`config.mk`:
```
export PLATFORM = sky130hd
export DESIGN_NAME = rr0
export DESIGN_NICKNAME = d
export VERILOG_FILES = /design/src/rtl/rr0.sv
export SDC_FILE = /design/constraint.sdc
export NUM_CORES = 1
export LEC_CHECK = 0
export BUFFER_PORTS_ARGS = -buffer_cell sky130_fd_sc_hd__clkbuf_2
export CAP_MARGIN = 20
export CORE_MARGIN = 10
export CORE_UTILIZATION = 55
export CTS_CLUSTER_SIZE = 40
export DETAILED_ROUTE_END_ITERATION = 12
export MAX_ROUTING_LAYER = met4
export PLACE_DENSITY = 0.72
export SLEW_MARGIN = 10
export SYNTH_ARGS = -nofsm -noshare
export SYNTH_HDL_FRONTEND = slang
export SYNTH_SLANG_ARGS = --single-unit
```
`constraint.sdc`:
```
create_clock -name timer555 -period 12.8 [get_ports timer555]
set_input_delay 2.56 -clock timer555 [delete_from_list [all_inputs] [get_ports timer555]]
set_output_delay 2.56 -clock timer555 [all_outputs]
set_load 0.02 [all_outputs]
```
`src/rtl/rr0.sv`:
```
// rr0: 4-bit accumulator processor with hand-loaded 16x8 program RAM and 16x4 data RAM.
// Optional halt instruction (opcode 0xF) is enabled by defining RR0_HALT_EN.
module rr0 #(
   parameter int unsigned ADDR_WIDTH = 4,
   parameter int unsigned DATA_WIDTH = 8
) (
   input  logic                  timer555,
   input  logic                  reset_count,
   input  logic [3:0]            A,
   output logic [3:0]            Acc,
   output logic [ADDR_WIDTH-1:0] counter,
   input  logic                  RAM_button,
   input  logic [DATA_WIDTH-1:0] data_in,
   output logic [DATA_WIDTH-1:0] RAM_out,
   output logic [3:0]            RAM2_out
);

   localparam int unsigned DEPTH  = 1 << ADDR_WIDTH;
   localparam int unsigned ACC_W  = 4;
   localparam int unsigned OP_W   = 4;
   localparam int unsigned IMM_W  = 4;

   localparam logic [OP_W-1:0] OP_LDI  = 4'h1;
   localparam logic [OP_W-1:0] OP_ADD  = 4'h2;
   localparam logic [OP_W-1:0] OP_SUB  = 4'h3;
   localparam logic [OP_W-1:0] OP_IN   = 4'h4;
   localparam logic [OP_W-1:0] OP_ST   = 4'h5;
   localparam logic [OP_W-1:0] OP_LD   = 4'h6;
   localparam logic [OP_W-1:0] OP_JMP  = 4'h7;
   localparam logic [OP_W-1:0] OP_JZ   = 4'h8;
   localparam logic [OP_W-1:0] OP_JNZ  = 4'h9;
   localparam logic [OP_W-1:0] OP_HALT = 4'hF;

   typedef enum logic {
      MODE_LOAD = 1'b0,
      MODE_RUN  = 1'b1
   } mode_t;

   mode_t mode;
   logic  halted;

   logic [DATA_WIDTH-1:0] prog [DEPTH];
   logic [ACC_W-1:0]      data [DEPTH];

   logic [OP_W-1:0]       op;
   logic [IMM_W-1:0]      imm;
   logic [ACC_W-1:0]      acc_nxt;
   logic [ADDR_WIDTH-1:0] pc_nxt;
   logic                  halt_set;
   logic                  data_we;
   logic                  exec;

   // Instruction fetch and data read are purely combinational.
   assign RAM_out  = prog[counter];
   assign op       = RAM_out[DATA_WIDTH-1 -: OP_W];
   assign imm      = RAM_out[IMM_W-1:0];
   assign RAM2_out = data[ADDR_WIDTH'(imm)];

   assign exec = (mode == MODE_RUN) && !RAM_button && !halted;

   // Instruction decode: next accumulator, next counter, side effects.
   always_comb begin
      acc_nxt  = Acc;
      pc_nxt   = counter + ADDR_WIDTH'(1);
      halt_set = 1'b0;
      data_we  = 1'b0;
      case (op)
         OP_LDI:  acc_nxt = imm;
         OP_ADD:  acc_nxt = Acc + ACC_W'(imm);
         OP_SUB:  acc_nxt = Acc - ACC_W'(imm);
         OP_IN:   acc_nxt = A;
         OP_ST:   data_we = exec;
         OP_LD:   acc_nxt = RAM2_out;
         OP_JMP:  pc_nxt  = ADDR_WIDTH'(imm);
         OP_JZ:   if (Acc == '0) pc_nxt = ADDR_WIDTH'(imm);
         OP_JNZ:  if (Acc != '0) pc_nxt = ADDR_WIDTH'(imm);
`ifdef RR0_HALT_EN
         OP_HALT: begin
            halt_set = 1'b1;
            pc_nxt   = counter;
         end
`endif
         default: ;
      endcase
   end

   // Mode, counter and accumulator; writes advance the counter without executing.
   always_ff @(posedge timer555 or negedge reset_count) begin
      if (!reset_count) begin
         mode    <= MODE_LOAD;
         counter <= '0;
         Acc     <= '0;
      end else if (RAM_button) begin
         if (!halted) counter <= counter + ADDR_WIDTH'(1);
         if (mode == MODE_LOAD && counter == '1) mode <= MODE_RUN;
      end else if (exec) begin
         counter <= pc_nxt;
         Acc     <= acc_nxt;
      end
   end

`ifdef RR0_HALT_EN
   // Halt is sticky until reset; writes do not clear it.
   always_ff @(posedge timer555 or negedge reset_count) begin
      if (!reset_count) halted <= 1'b0;
      else if (exec && halt_set) halted <= 1'b1;
   end
`else
   assign halted = 1'b0;
`endif

   // RAMs are not reset so their contents survive a reset.
   always_ff @(posedge timer555) begin
      if (reset_count && RAM_button) prog[counter] <= data_in;
      if (reset_count && data_we) data[ADDR_WIDTH'(imm)] <= Acc;
   end

endmodule

```
==> impl_metrics.tcl <==
set metrics [dict create \
    first_pass_iters 5 \
    drt_iter0_drc 649 \
    r2r_start "counter[0]" \
    p_per_area_mw_per_mm2 282 \
    ys_seq_area_share_pct 69.1 \
    cts_setup_buffers 0 \
    synth-edff-count 192 \
    layout-drive-gt1-share_pct 21.4 \
    synth_largest_area_cell "edfxtp_1" \
    yosys.area_share.simple_pct 6.96 \
    num_rows 45 \
    gp_congestion 0.858 \
    grt-ovfl-total 0 \
    syn_area_sq_mm 0.00867 \
    ios 35 \
    dp_hpwl_um 12200 \
    cts_htree_levels 1 \
    netlist.area_leader.share_pct 66.5 \
    clockBufferDepth 3 \
    avgSynthCellArea_sq_um 16.0 \
    routed-via-count 5016 \
    post_drt_wl_per_cell_um 23.3 \
    ys_ff_latch 201 \
    clkLatencyLatePin_ps 500 \
    fmax_mhz 140 \
    syn_nets 568 \
    antenna_found_initial 0 \
    fin_crit_ps 7130 \
    port_buffers 34 \
    peakVddDrop_mv 0.193 \
    area_delta_synth_final_pct 12.9 \
    cap_violations 0 \
    finalSetupTns_ps 0 \
    yosysWarningCount 0 \
    numCtsBuffers 22 \
    slew_headroom_pct 31.6 \
    finalSetupViolations 0 \
    synth.most_common_cell "edfxtp_1" \
    core_area_sq_mm 0.0153 \
    grt_pass1_wl_um 29700 \
    hold_viol 0 \
    worstMarginPinSlew_ps 1020 \
    diodes 0 \
    root_buffer "clkbuf_16" \
    grt_start_max_net_pins 33 \
    die_area_sq_mm 0.0212 \
    final_cells 809 \
    clkTransAtPathRegs_ps 60 \
    synth_area_leaders "edfxtp_1, mux4_2, dfrtp_1" \
    worst_clock_skew_ps 13.1 \
    synth_mux_area_share_pct 10.1 \
    cts_hold_buf 0 \
    synth_top_flop_cell "edfxtp_1" \
    crit_path_start "counter[1]" \
    r2r_cells 16 \
    drc 0 \
    cts_resized 0 \
    cp.arrival_ps 4570 \
    postSynthCellCount 541 \
    grt_use_total_pct 18.1 \
    final_util_pct 63.9 \
    cts.sinks 201 \
    synth_xor_area_share_pct 0.967 \
    hold_ws_ps 673 \
    synth-compound-area-share_pct 8.63 \
    setup_ws_ps 5670 \
    p_leak_nw 3.37 \
    rsz0062_at_grt "false" \
    nNetsFinal 609 \
    synth_top_family_by_area "multiplexers" \
    viasPerCell 6.20 \
    hold_start "mode" \
    die_y_um 146 \
    cp_max_fo 32 \
    yosys-top-cells-count "edfxtp_1, nor2_1, nand2_1, mux4_2, inv_1" \
    start_util_pct 56.6 \
    async_flop_share_pct 4.48 \
    holdPathStages 1 \
    place_ws_ps 5890 \
    grt_pass1_vias 5110 \
    crit_required_ps 10240 \
    cp-end-kind "output port" \
    hold_class "flip-flop to flip-flop" \
    start_kind "flip-flop" \
    cts_tree "yes" \
    dieWidth_um 146 \
    ys_types 61 \
    min_period_over_period_pct 55.7 \
    status "completed" \
    final_max_slew_viol_count 0 \
    path_class "flip-flop to output port" \
    synthAdderAreaFrac_pct 1.82 \
    drtAntennaViolNets 0 \
    drt_wl_total_um 18800 \
    dpl.cell_count 768 \
]
worst max-delay path, cell delays in order (launching register included):
cell	delay (ps)
dfrtp_2	500
buf_4	450
nor2b_1	200
a22oi_1	80
nand4_1	540
and2_1	610
inv_1	360
buf_16	260
a211o_1	310
a32oi_1	340
o311ai_1	200
clkbuf_2	200
power breakdown:
group,switching [mW],internal [mW]
clock network,0.249,0.379
registers,0.0613,0.787
logic,0.789,0.494
cell type report:
cell class	instances	area, sq um
Sequential cell	201	5990
Fill cell	1095	5530
Multi-Input combinational cell	294	2470
Clock buffer	32	618
Tap cell	211	264
Timing Repair Buffer	43	258
Clock inverter	8	110
Inverter	20	77.6
logic make-up after synthesis:
group / Yosys count
flops: 201
mux: 50
fa+ha+maj: 12
buf+inv: 46
compound gates: 98
simple gates: 126
xor+xnor: 8
layout by cell type, fill, tap and decap left out, types with 3 or more instances in the layout:
master,n
edfxtp_1,192
nor2_1,40
nand2_1,39
clkbuf_2,34
mux4_2,27
clkbuf_16,22
inv_1,18
mux2i_1,17
a21oi_1,15
o21ai_0,13
ha_1,11
and3_1,10
a31o_2,10
and2_1,9
a22oi_1,8
buf_4,8
dfrtp_1,7
clkbuf_1,7
nand3_1,6
nor2b_1,5
a31oi_1,5
a32oi_1,5
a211oi_1,5
xnor2_1,5
nor3_1,5
mux2_2,4
a22o_1,4
a211o_1,4
a21boi_0,4
nand4_1,3
o31ai_1,3
clkbuf_8,3
path summary, 6_finish.rpt:
path,end,slack [ps]
max,RAM2_out[3],5670
min,mode,670
max reg2reg,Acc[3],7760
min reg2reg,mode,670
max in group asynchronous,counter[1],10530
min in group asynchronous,counter[2],1970
per-stage QoR:
stage / instance area, sq um / total power, mW
after floorplan: 8670 / 1.77
after global placement: 9030 / 2.07
after detailed placement: 9030 / 2.11
after CTS: 9760 / 2.74
after global routing: 9790 / 2.91
final: 9790 / 2.76
flip-flops by register name, summed over array words and instances, names as in the netlist:
signal,flops
prog,128
mode,1
counter,4
Acc,4
data,64
routing by layer:
metal  wire [um]  track usage (%)
met1        7990             24.8
met3        1490             3.69
met2        8960             27.3
met4         397             4.50
met5           0                -
Power figures use the tool's default switching activity.
